--- config.mk ---
export PLATFORM = sky130hd
export DESIGN_NAME = mac_accum_8
export DESIGN_NICKNAME = d
export VERILOG_FILES = /design/src/rtl/mac_pkg.sv /design/src/rtl/multi_8.sv /design/src/rtl/mac_accum_8.sv
export SDC_FILE = /design/constraint.sdc
export NUM_CORES = 1
export LEC_CHECK = 0
export ABC_AREA = 1
export CORE_UTILIZATION = 30
export DETAILED_ROUTE_END_ITERATION = 6
export DONT_BUFFER_PORTS = 1
export MAX_ROUTING_LAYER = met4
export PLACE_DENSITY = 0.52
export SLEW_MARGIN = 10
export SYNTH_ARGS = -nofsm -noshare
export SYNTH_HDL_FRONTEND = slang
export SYNTH_SLANG_ARGS = --single-unit
--- constraint.sdc ---
create_clock -name clk -period 13 [get_ports clk]
set_input_delay 2.6 -clock clk [delete_from_list [all_inputs] [get_ports clk]]
set_output_delay 2.6 -clock clk [all_outputs]
set_load 0.01 [all_outputs]
--- src/rtl/mac_pkg.sv ---
// Package shared by the mac_accum_8 slice.
// Contents: the FSM state type (ST_ACC / ST_DONE), the operand and product
// widths, and cnt_w(), which sizes the term counter.
// Optional feature macro (used in mac_accum_8.sv): MAC_SATURATE_EN.
package mac_pkg;

   localparam int OP_W   = 8;
   localparam int PROD_W = 16;

   typedef enum logic [0:0] {
      ST_ACC  = 1'b0,
      ST_DONE = 1'b1
   } state_e;

   // Width of a counter that must hold 0..n-1. It never drops below 1 bit,
   // so N_TERMS=1 still gets a legal vector.
   function automatic int cnt_w(input int n);
      if (n <= 1) begin
         return 1;
      end else begin
         return $clog2(n);
      end
   endfunction

endpackage

--- src/rtl/multi_8.sv ---
// multi_8: combinational 8x8 unsigned array multiplier.
// Ports:
//   a [OP_W-1:0]   in  : multiplicand
//   b [OP_W-1:0]   in  : multiplier
//   p [PROD_W-1:0] out : a*b, full 16-bit product
// Macros: none.
module multi_8
   import mac_pkg::*;
(
   input  logic [OP_W-1:0]   a,
   input  logic [OP_W-1:0]   b,
   output logic [PROD_W-1:0] p
);

   logic [PROD_W-1:0] prod_s;

   // Shift-and-add array: each multiplier bit that is set adds one shifted
   // copy of the multiplicand.
   always_comb begin
      prod_s = '0;
      for (int i = 0; i < OP_W; i++) begin
         if (b[i]) begin
            prod_s = prod_s + (PROD_W'(a) << i);
         end else begin
            prod_s = prod_s;
         end
      end
   end

   assign p = prod_s;

endmodule

--- src/rtl/mac_accum_8.sv ---
// mac_accum_8: multiply-accumulate stage that sums N_TERMS products from
// multi_8 into one result. The result is returned over a valid/ready handshake.
// Ports:
//   clk, rst (sync, active-high), clr (sync abort of the partial sum)
//   in_valid/in_ready, a, b   : operand-pair handshake (one term per clk)
//   out_valid/out_ready       : result handshake
//   out_sum [ACC_W-1:0]       : accumulated sum
//   out_ovf                   : a carry out of ACC_W occurred for this result
// Macros: MAC_SATURATE_EN -- when defined, the accumulator clamps at all-ones
//   on carry-out. When undefined, the accumulator wraps modulo 2^ACC_W.
module mac_accum_8
   import mac_pkg::*;
#(
   parameter int N_TERMS = 4,
   parameter int ACC_W   = 18
) (
   input  logic             clk,
   input  logic             rst,
   input  logic             clr,
   input  logic             in_valid,
   output logic             in_ready,
   input  logic [OP_W-1:0]  a,
   input  logic [OP_W-1:0]  b,
   output logic             out_valid,
   input  logic             out_ready,
   output logic [ACC_W-1:0] out_sum,
   output logic             out_ovf
);

   localparam int            CW       = cnt_w(N_TERMS);
   localparam logic [CW-1:0] CNT_LAST = CW'(N_TERMS - 1);

   state_e            state_q, state_d;
   logic [ACC_W-1:0]  acc_q, acc_d;
   logic [ACC_W-1:0]  sum_q, sum_d;
   logic [CW-1:0]     cnt_q, cnt_d;
   logic              ovf_q, ovf_d;
   logic              oovf_q, oovf_d;

   logic [PROD_W-1:0] prod_s;
   logic [ACC_W:0]    add_s;
   logic              carry_s;
   logic [ACC_W-1:0]  next_acc_s;
   logic              accept_s;

   multi_8 u_mul (
      .a (a),
      .b (b),
      .p (prod_s)
   );

   assign in_ready  = (state_q == ST_ACC) && !clr;
   assign out_valid = (state_q == ST_DONE);
   assign out_sum   = sum_q;
   assign out_ovf   = oovf_q;
   assign accept_s  = in_valid && in_ready;

   // Add with one extra bit so that the carry out of ACC_W is visible.
   always_comb begin
      add_s   = {1'b0, acc_q} + (ACC_W + 1)'(prod_s);
      carry_s = add_s[ACC_W];
`ifdef MAC_SATURATE_EN
      // Once the accumulator is at all-ones, any further nonzero product
      // carries again, so the clamp holds for the rest of the result.
      if (carry_s) begin
         next_acc_s = {ACC_W{1'b1}};
      end else begin
         next_acc_s = add_s[ACC_W-1:0];
      end
`else
      next_acc_s = add_s[ACC_W-1:0];
`endif
   end

   // Next-state and datapath update for the two-state collect/hold FSM.
   always_comb begin
      state_d = state_q;
      acc_d   = acc_q;
      sum_d   = sum_q;
      cnt_d   = cnt_q;
      ovf_d   = ovf_q;
      oovf_d  = oovf_q;
      case (state_q)
         ST_ACC: begin
            if (clr) begin
               acc_d = '0;
               cnt_d = '0;
               ovf_d = 1'b0;
            end else if (accept_s) begin
               acc_d = next_acc_s;
               ovf_d = ovf_q | carry_s;
               if (cnt_q == CNT_LAST) begin
                  sum_d   = next_acc_s;
                  oovf_d  = ovf_q | carry_s;
                  cnt_d   = '0;
                  state_d = ST_DONE;
               end else begin
                  cnt_d = cnt_q + CW'(1);
               end
            end else begin
               acc_d = acc_q;
            end
         end
         ST_DONE: begin
            // clr is ignored here, so a completed result is never dropped.
            if (out_ready) begin
               acc_d   = '0;
               ovf_d   = 1'b0;
               state_d = ST_ACC;
            end else begin
               state_d = ST_DONE;
            end
         end
         default: begin
            state_d = ST_ACC;
         end
      endcase
   end

   // State and datapath registers with synchronous reset.
   always_ff @(posedge clk) begin
      if (rst) begin
         state_q <= ST_ACC;
         acc_q   <= '0;
         sum_q   <= '0;
         cnt_q   <= '0;
         ovf_q   <= 1'b0;
         oovf_q  <= 1'b0;
      end else begin
         state_q <= state_d;
         acc_q   <= acc_d;
         sum_q   <= sum_d;
         cnt_q   <= cnt_d;
         ovf_q   <= ovf_d;
         oovf_q  <= oovf_d;
      end
   end

endmodule

[Word-level counts from Yosys, hierarchy flattened]
Index checks and enable logic that the tools add are counted.
Operators by class
  add/subtract/negate cells: 9
  multipliers: 0
  divide/modulo/power cells: 0
  order comparisons: 0
  eq/ne operators: 3
  shift operators: 0
  mux-type cells: 24
  bitwise operators: 3
  reduce and logical (&&, ||, !) cells: 7
Operators by type and width (count)
  16-bit two-way mux: 7
  18-bit two-way mux: 3
  18-bit case mux with 2 select lines: 1
  18-bit by 16-bit adder with 19-bit output: 1
  16-bit by 10-bit adder with 16-bit output: 1
  16-bit by 11-bit adder with 16-bit output: 1
  16-bit by 12-bit adder with 16-bit output: 1
  16-bit by 13-bit adder with 16-bit output: 1
  16-bit by 14-bit adder with 16-bit output: 1
  16-bit by 15-bit adder with 16-bit output: 1
  16-bit by 9-bit adder with 16-bit output: 1
  8-bit two-way mux: 1
  1-bit two-way mux: 7
  2-bit two-way mux: 3
  1-bit case mux with 2 select lines: 2
  2-bit AND reduction: 2
  4-bit AND reduction: 1
  3-bit != test, second input constant: 1
  2-bit by 1-bit adder with 2-bit output, second input constant: 1
  2-bit == test, second input constant: 1
  1-bit logical AND: 2
  2-bit != test, second input constant: 1
  1-bit NOT: 2
  2-bit nonzero test: 1
  other kinds (2): 2
Storage, ports and cells
  flip-flop bits (word level): 41
  bits in latches: 0
  bits in writable memories: 0
  memory bits (read-only): 0
  bits of input ports: 21
  logic and storage cells: 52
  memories kept: 0

[Depth between registers and ports, before layout]
  depth after elaboration: 20
  depth in mapped cells: 64
  depth with buffers taken out: 63

[Cells and area by module]
A second synthesis with hierarchy kept.
Second synthesis, totals
  cell total of the unflattened synthesis: 904
  area, all modules: 5720.5 sq um
Modules (own cells, without submodules)
  multi_8: times used 1, cells each 533, area each 3194.3 sq um
  mac_accum_8: times used 1, cells each 371, area each 2526.2 sq um

[Worst setup path after synthesis]
OpenSTA, ideal clock, no wires.
  path kind: in2reg
  start: input b[0]
  end: register acc_q[17]
  data arrival time: 10.876 ns
  data required time: 12.930 ns
  path slack: 2.053 ns
  cell stages on the path: 53
  cell sequence: buf_6 -> nand2_1 -> inv_1 -> ha_1 -> fa_1 -> or2_2 -> nand3_1 -> o21ai_0 -> fa_1 -> nand3_1 -> nand3_1 -> nand3_1 -> nand3_1 -> xor2_1 -> nand2_1 -> and2_1 -> ha_1 -> a21oi_1 -> (+17 left out) -> nand2_1 -> xnor2_1 -> nand2_1 -> and2_1 -> ha_1 -> a21oi_1 -> o21ai_0 -> and2_1 -> o21ai_0 -> a21oi_1 -> ha_1 -> inv_1 -> nor4_1 -> nand4_1 -> nand3_1 -> xor2_1 -> nand2_1 -> a21oi_1
Between the ends
  word-level cells in the longest chain between the ends: 19
Ends and longest elaborated chain
  start: declaration: line mac_accum_8.sv:23  | input logic [OP_W-1:0] b,
  8-bit two-way mux *: line multi_8.sv:22  | if (b[i]) begin
  16-bit by 9-bit adder with 16-bit output: line multi_8.sv:23  | prod_s = prod_s + (PROD_W'(a) << i);
  16-bit two-way mux *: line multi_8.sv:22
  16-bit by 10-bit adder with 16-bit output: line multi_8.sv:23
  16-bit two-way mux *: line multi_8.sv:22
  16-bit by 11-bit adder with 16-bit output: line multi_8.sv:23
  16-bit two-way mux *: line multi_8.sv:22
  16-bit by 12-bit adder with 16-bit output: line multi_8.sv:23
  (+3 left out)
  16-bit by 14-bit adder with 16-bit output: line multi_8.sv:23
  16-bit two-way mux *: line multi_8.sv:22
  16-bit by 15-bit adder with 16-bit output: line multi_8.sv:23
  16-bit two-way mux *: line multi_8.sv:22
  18-bit by 16-bit adder with 19-bit output *: line mac_accum_8.sv:60  | add_s = {1'b0, acc_q} + (ACC_W + 1)'(prod_s);
  18-bit two-way mux *: line mac_accum_8.sv:89  | end else if (accept_s) begin
  18-bit two-way mux *: line mac_accum_8.sv:85  | if (clr) begin
  18-bit case mux with 2 select lines *: line mac_accum_8.sv:83  | case (state_q)
  end signal: assignment: line mac_accum_8.sv:124  | acc_q <= '0;
  end signal: assignment: line mac_accum_8.sv:131  | acc_q <= acc_d;
  end: declaration: line mac_accum_8.sv:34  | logic [ACC_W-1:0] acc_q, acc_d;
Every way passes the cells marked *; elsewhere a longest branch is shown, timed or not. The select of a mux whose other input is x is not followed.
A chain may end at the register's enable or synchronous reset.

[Final worst setup path]
Same ends and word-level chain as after synthesis.

==> metrics.sh <==
REG2REG_SETUP_SLACK_PS=10330
DIE_Y_UM=138
POST_CTS_HOLD_BUFFER_COUNT=0
WIRE_PER_INST_UM=12.9
CORE_UM2=18000
ANTENNA_FOUND_INITIAL=0
DETAILEDPLACEMENTHPWL_UM=11100
POST_SYNTH.CELL_AREA_AVG_UM2=6.58
STATUS='completed'
CTS_SETUP_BUFFERS=0
SYNTH.LIB_CELLS_USED.DISTINCT=47
CTS_REPAIR_RESIZE_COUNT=0
MAPPEDNETLISTAREA_UM2=5530
MOST_NUMEROUS_CELL_IN_THE_YOSYS_NETLIST='sky130_fd_sc_hd__nand2_1'
FILLER_CELL_COUNT=2012
CP_COMMON_CELL='sky130_fd_sc_hd__nand2_1'
TIMING.FMAX_MHz=87.4
GRT_USAGE_PCT=15.9
DRT_WL_TOTAL_UM=13600
VDD.IR_DROP.WORST_mV=0.132
DRT-PASS1-ITER-COUNT=4
FINAL_REPORT_MAX_SLEW_VIOLATION_COUNT=0
CTS_TREE='yes'
YOSYS_MOST_USED_DFF='sky130_fd_sc_hd__dfxtp_1'
SYN_TO_LAYOUT_AREA_DELTA_PCT=6.51
NETLIST_TOP_CELLS_COUNT='sky130_fd_sc_hd__nand2_1, sky130_fd_sc_hd__inv_1, sky130_fd_sc_hd__ha_1, sky130_fd_sc_hd__a21oi_1, sky130_fd_sc_hd__nand3_1'
SYNTH.TOP_CELLS.BY_AREA='sky130_fd_sc_hd__ha_1, sky130_fd_sc_hd__dfxtp_1, sky130_fd_sc_hd__nand2_1'
CLOCK_ROOT_BUFFER='sky130_fd_sc_hd__clkbuf_16'
MAX_CAP_VIOL_COUNT=0
CRITICAL_PATH_PEAK_FANOUT=11
START_UTIL_PCT=30.7
REG2REG_TO='out_sum[10]$_SDFFE_PP0P_'
AREA.SEQUENTIAL_UM2=821
SYNTH_FP_NETS=949
CLOCK_TREE.BUFFER_DEPTH=2
DIE-WIDTH_UM=138
NUMPORTBUFFERS=0
ROUTE.DETAILED.DRC=0
GRT_PASS1_WL_UM=23800
WORST_SKEW_PAIR.LATE_LATENCY_PS=290
CLK_TRANSITION_REPORTED_PATHS_PS=60
PATH_DEPTH=52
HTREE_LEVELS=2
MAX_SLEW_MARGIN_PCT=55.9
LAYOUT.NETS=938
VIASPERCELL=4.81
FINAL_HOLD_VIOL_COUNT=0
GRT_SETUP_UNREPAIRED='false'
SYNTH_SEQ_CELLS=41
TIMING.SETUP.CRITICAL_PATH_CLASS='input port to flip-flop'
PRE_CTS_SETUP_SLACK_PS=1310
CRIT_PATH_END='acc_q[17]$_SDFFE_PP0P_'
POWER_PER_CELL_AREA_nW_PER_UM2=126
WORST_R2R_PATH_DEPTH=8
DETAILROUTE.VIA_COUNT=5090
ENDPOINT_KIND='flip-flop'
NUMBER_OF_STANDARD_CELLS_IN_THE_FINAL_LAYOUT_EXCLUDING_FILLERS=1059
CLOCK_SINK_COUNT=41
FINALCLOCKSKEW_PS=4.76
POST_ROUTE_CELLS_DRIVE_ABOVE_1_SHARE_PCT=8.07
PLACE_INST=1052
TIMING.FINAL.SETUP_VIOLATIONS=0
DIODES=0
SYNTH_TOP_AREA_SHARE_PCT=17.9
FIN_CRIT_SH_PCT=88.0
TOP_LEVEL_PORTS=42
SYNTH_TOP_CELL_BY_AREA='sky130_fd_sc_hd__ha_1'
LARGEST_NET_DEGREE_AT_THE_START_OF_GLOBAL_ROUTING=27
CRIT-REG2REG-LAUNCH='out_valid$_SDFF_PP0_'
ROUTABILITYCONGESTION=0.852
GR-TOTAL-OVERFLOW=0
CRITICAL_PATH.STARTPOINT_TYPE='input port'
CRITICAL_PATH_ARRIVAL_PS=11660
SETUP_SLACK_PS=1560
TIGHTESTPINTRANSITION_PS=660
FINAL_PERIOD_MINUS_WORST_SETUP_SLACK_PS=11440
YS_ASYNC_SR_FRACTION_PCT=0
MULTIINPUTGATEAREA_UM2=4200
SYNTHCELLS=841
YOSYSWARNINGS=0
NUMCTSBUFFERS=5
CPLARGESTDELAYFAMILY='simple AND/OR/NAND/NOR gates'
STARTPOINT='b[0]'
WORST_PATH_MAX_DELAY_CELL='sky130_fd_sc_hd__fa_1'
FIRST_GLOBAL_VIAS=4928
POWER.LEAKAGE_nW=3.04
DRTANTENNAVIOLNETS=0
WORST_EP_REQUIRED_TIME_PS=13220
DIE_AREA_UM2=19000
MAX_STAGE_DELAY_PS=490
FP-ROW-COUNT=49
SYNTH-SEQ-AREA-SHARE_PCT=14.8
SETUP-TNS-FINAL_PS=0
HOLDCRITPATHCLASS='flip-flop to flip-flop'
SYNTH_ENABLE_FLOP_CELLS=0
PATH_BUF_INV=2
DRT-INITIAL-DRC-COUNT=242
[cell usage in the layout, fill, tap and decap left out, types with 2 or more instances in the layout]
cell type and n:
sky130_fd_sc_hd__nand2_1 211, sky130_fd_sc_hd__inv_1 106, sky130_fd_sc_hd__ha_1 79, sky130_fd_sc_hd__a21oi_1 78, sky130_fd_sc_hd__nand3_1 62, sky130_fd_sc_hd__dfxtp_1 41, sky130_fd_sc_hd__o21ai_0 39, sky130_fd_sc_hd__nor2_1 25
sky130_fd_sc_hd__nand3_2 21, sky130_fd_sc_hd__xor2_1 19, sky130_fd_sc_hd__o21bai_1 14, sky130_fd_sc_hd__or2_2 13, sky130_fd_sc_hd__xnor2_1 13, sky130_fd_sc_hd__and2_1 12, sky130_fd_sc_hd__o21ai_1 10, sky130_fd_sc_hd__nand2_2 9
sky130_fd_sc_hd__fa_1 8, sky130_fd_sc_hd__nand4_1 7, sky130_fd_sc_hd__a31oi_1 5, sky130_fd_sc_hd__nor3_1 5, sky130_fd_sc_hd__clkbuf_16 5, sky130_fd_sc_hd__or2_1 4, sky130_fd_sc_hd__inv_2 4, sky130_fd_sc_hd__o211ai_1 4
sky130_fd_sc_hd__clkinv_1 3, sky130_fd_sc_hd__nand3b_1 3, sky130_fd_sc_hd__a21o_1 3, sky130_fd_sc_hd__o21ai_2 3, sky130_fd_sc_hd__o21bai_2 2, sky130_fd_sc_hd__nor2_2 2, sky130_fd_sc_hd__a21boi_0 2, sky130_fd_sc_hd__o31ai_1 2
sky130_fd_sc_hd__o2111ai_1 2, sky130_fd_sc_hd__a21oi_2 2
[area by class of cell]
| type | count | area share [%] |
|---|---|---|
| Tap cell | 229 | 4.86 |
| Inverter | 113 | 7.20 |
| Clock buffer | 5 | 2.12 |
| Sequential cell | 41 | 13.9 |
| Multi-Input combinational cell | 668 | 71.2 |
| Clock inverter | 2 | 0.594 |
| Timing Repair Buffer | 1 | 0.127 |
[registers in the layout, summed over array words and instances (netlist names)]
register,flops
out_valid,1
out_ovf,1
acc_q,18
ovf_q,1
cnt_q,2
out_sum,18
[power by group]
part / switching, W / internal, W
registers: 0.00000350 / 0.000131
clock network: 0.0000506 / 0.0000891
logic: 0.000281 / 0.000186
[cells by family (layout without fill, tap and decap cells)]
| family | after synthesis | after routing | synth area share, % |
|---|---|---|---|
| simple gates | 379 | 379 | 32.4 |
| compound gates | 170 | 170 | 17.5 |
| buf+inv | 132 | 121 | 9.36 |
| fa+ha+maj | 87 | 87 | 20.8 |
| flops | 41 | 41 | 14.8 |
| xor+xnor | 32 | 32 | 5.06 |
[worst register-to-register path, delay by kind of cell, from the launching register on]
| kind | cells | cell delay, ps |
|---|---|---|
| DFF | 1 | 370 |
| and+or+nand+nor | 3 | 1090 |
| AOI/OAI and AO/OA | 2 | 330 |
| buffers and inverters | 3 | 840 |
[how the worst min path moves through the flow]
stage / endpoint / cells after the start / slack (ps) / from
floorplan: acc_q[15]$_SDFFE_PP0P_ / 2 / 440 / acc_q[15]$_SDFFE_PP0P_
finish: acc_q[14]$_SDFFE_PP0P_ / 2 / 460 / acc_q[14]$_SDFFE_PP0P_
detailed placement: acc_q[5]$_SDFFE_PP0P_ / 2 / 460 / acc_q[5]$_SDFFE_PP0P_
global placement: acc_q[5]$_SDFFE_PP0P_ / 2 / 450 / acc_q[5]$_SDFFE_PP0P_
CTS: acc_q[5]$_SDFFE_PP0P_ / 2 / 470 / acc_q[5]$_SDFFE_PP0P_
global route: acc_q[4]$_SDFFE_PP0P_ / 2 / 490 / acc_q[4]$_SDFFE_PP0P_
[metal layers]
layer	vias up	share of wire, %	global-route usage [%]	wire (um)
met5	-	0	-	0
met4	0	0.84	2.78	114
met3	9	4.0	1.91	547
met2	67	43	25.2	5920
met1	2238	52	21.8	7060
li1	2776	-	-	-
[metrics by stage]
| step | area, um^2 | hold WS (ps) | utilization [%] | total power (W) |
|---|---|---|---|---|
| 2_1_floorplan | 5530 | 443 | - | 0.000520 |
| 3_3_place_gp | 5730 | 453 | 31.8 | 0.000602 |
| 3_5_place_dp | 5730 | 456 | 31.8 | 0.000600 |
| 4_1_cts | 5890 | 465 | 32.7 | 0.000745 |
| 5_1_grt | 5890 | 485 | 32.7 | 0.000827 |
| 6_report | 5890 | 464 | 32.7 | 0.000741 |
(Power assumes the default switching activity.)
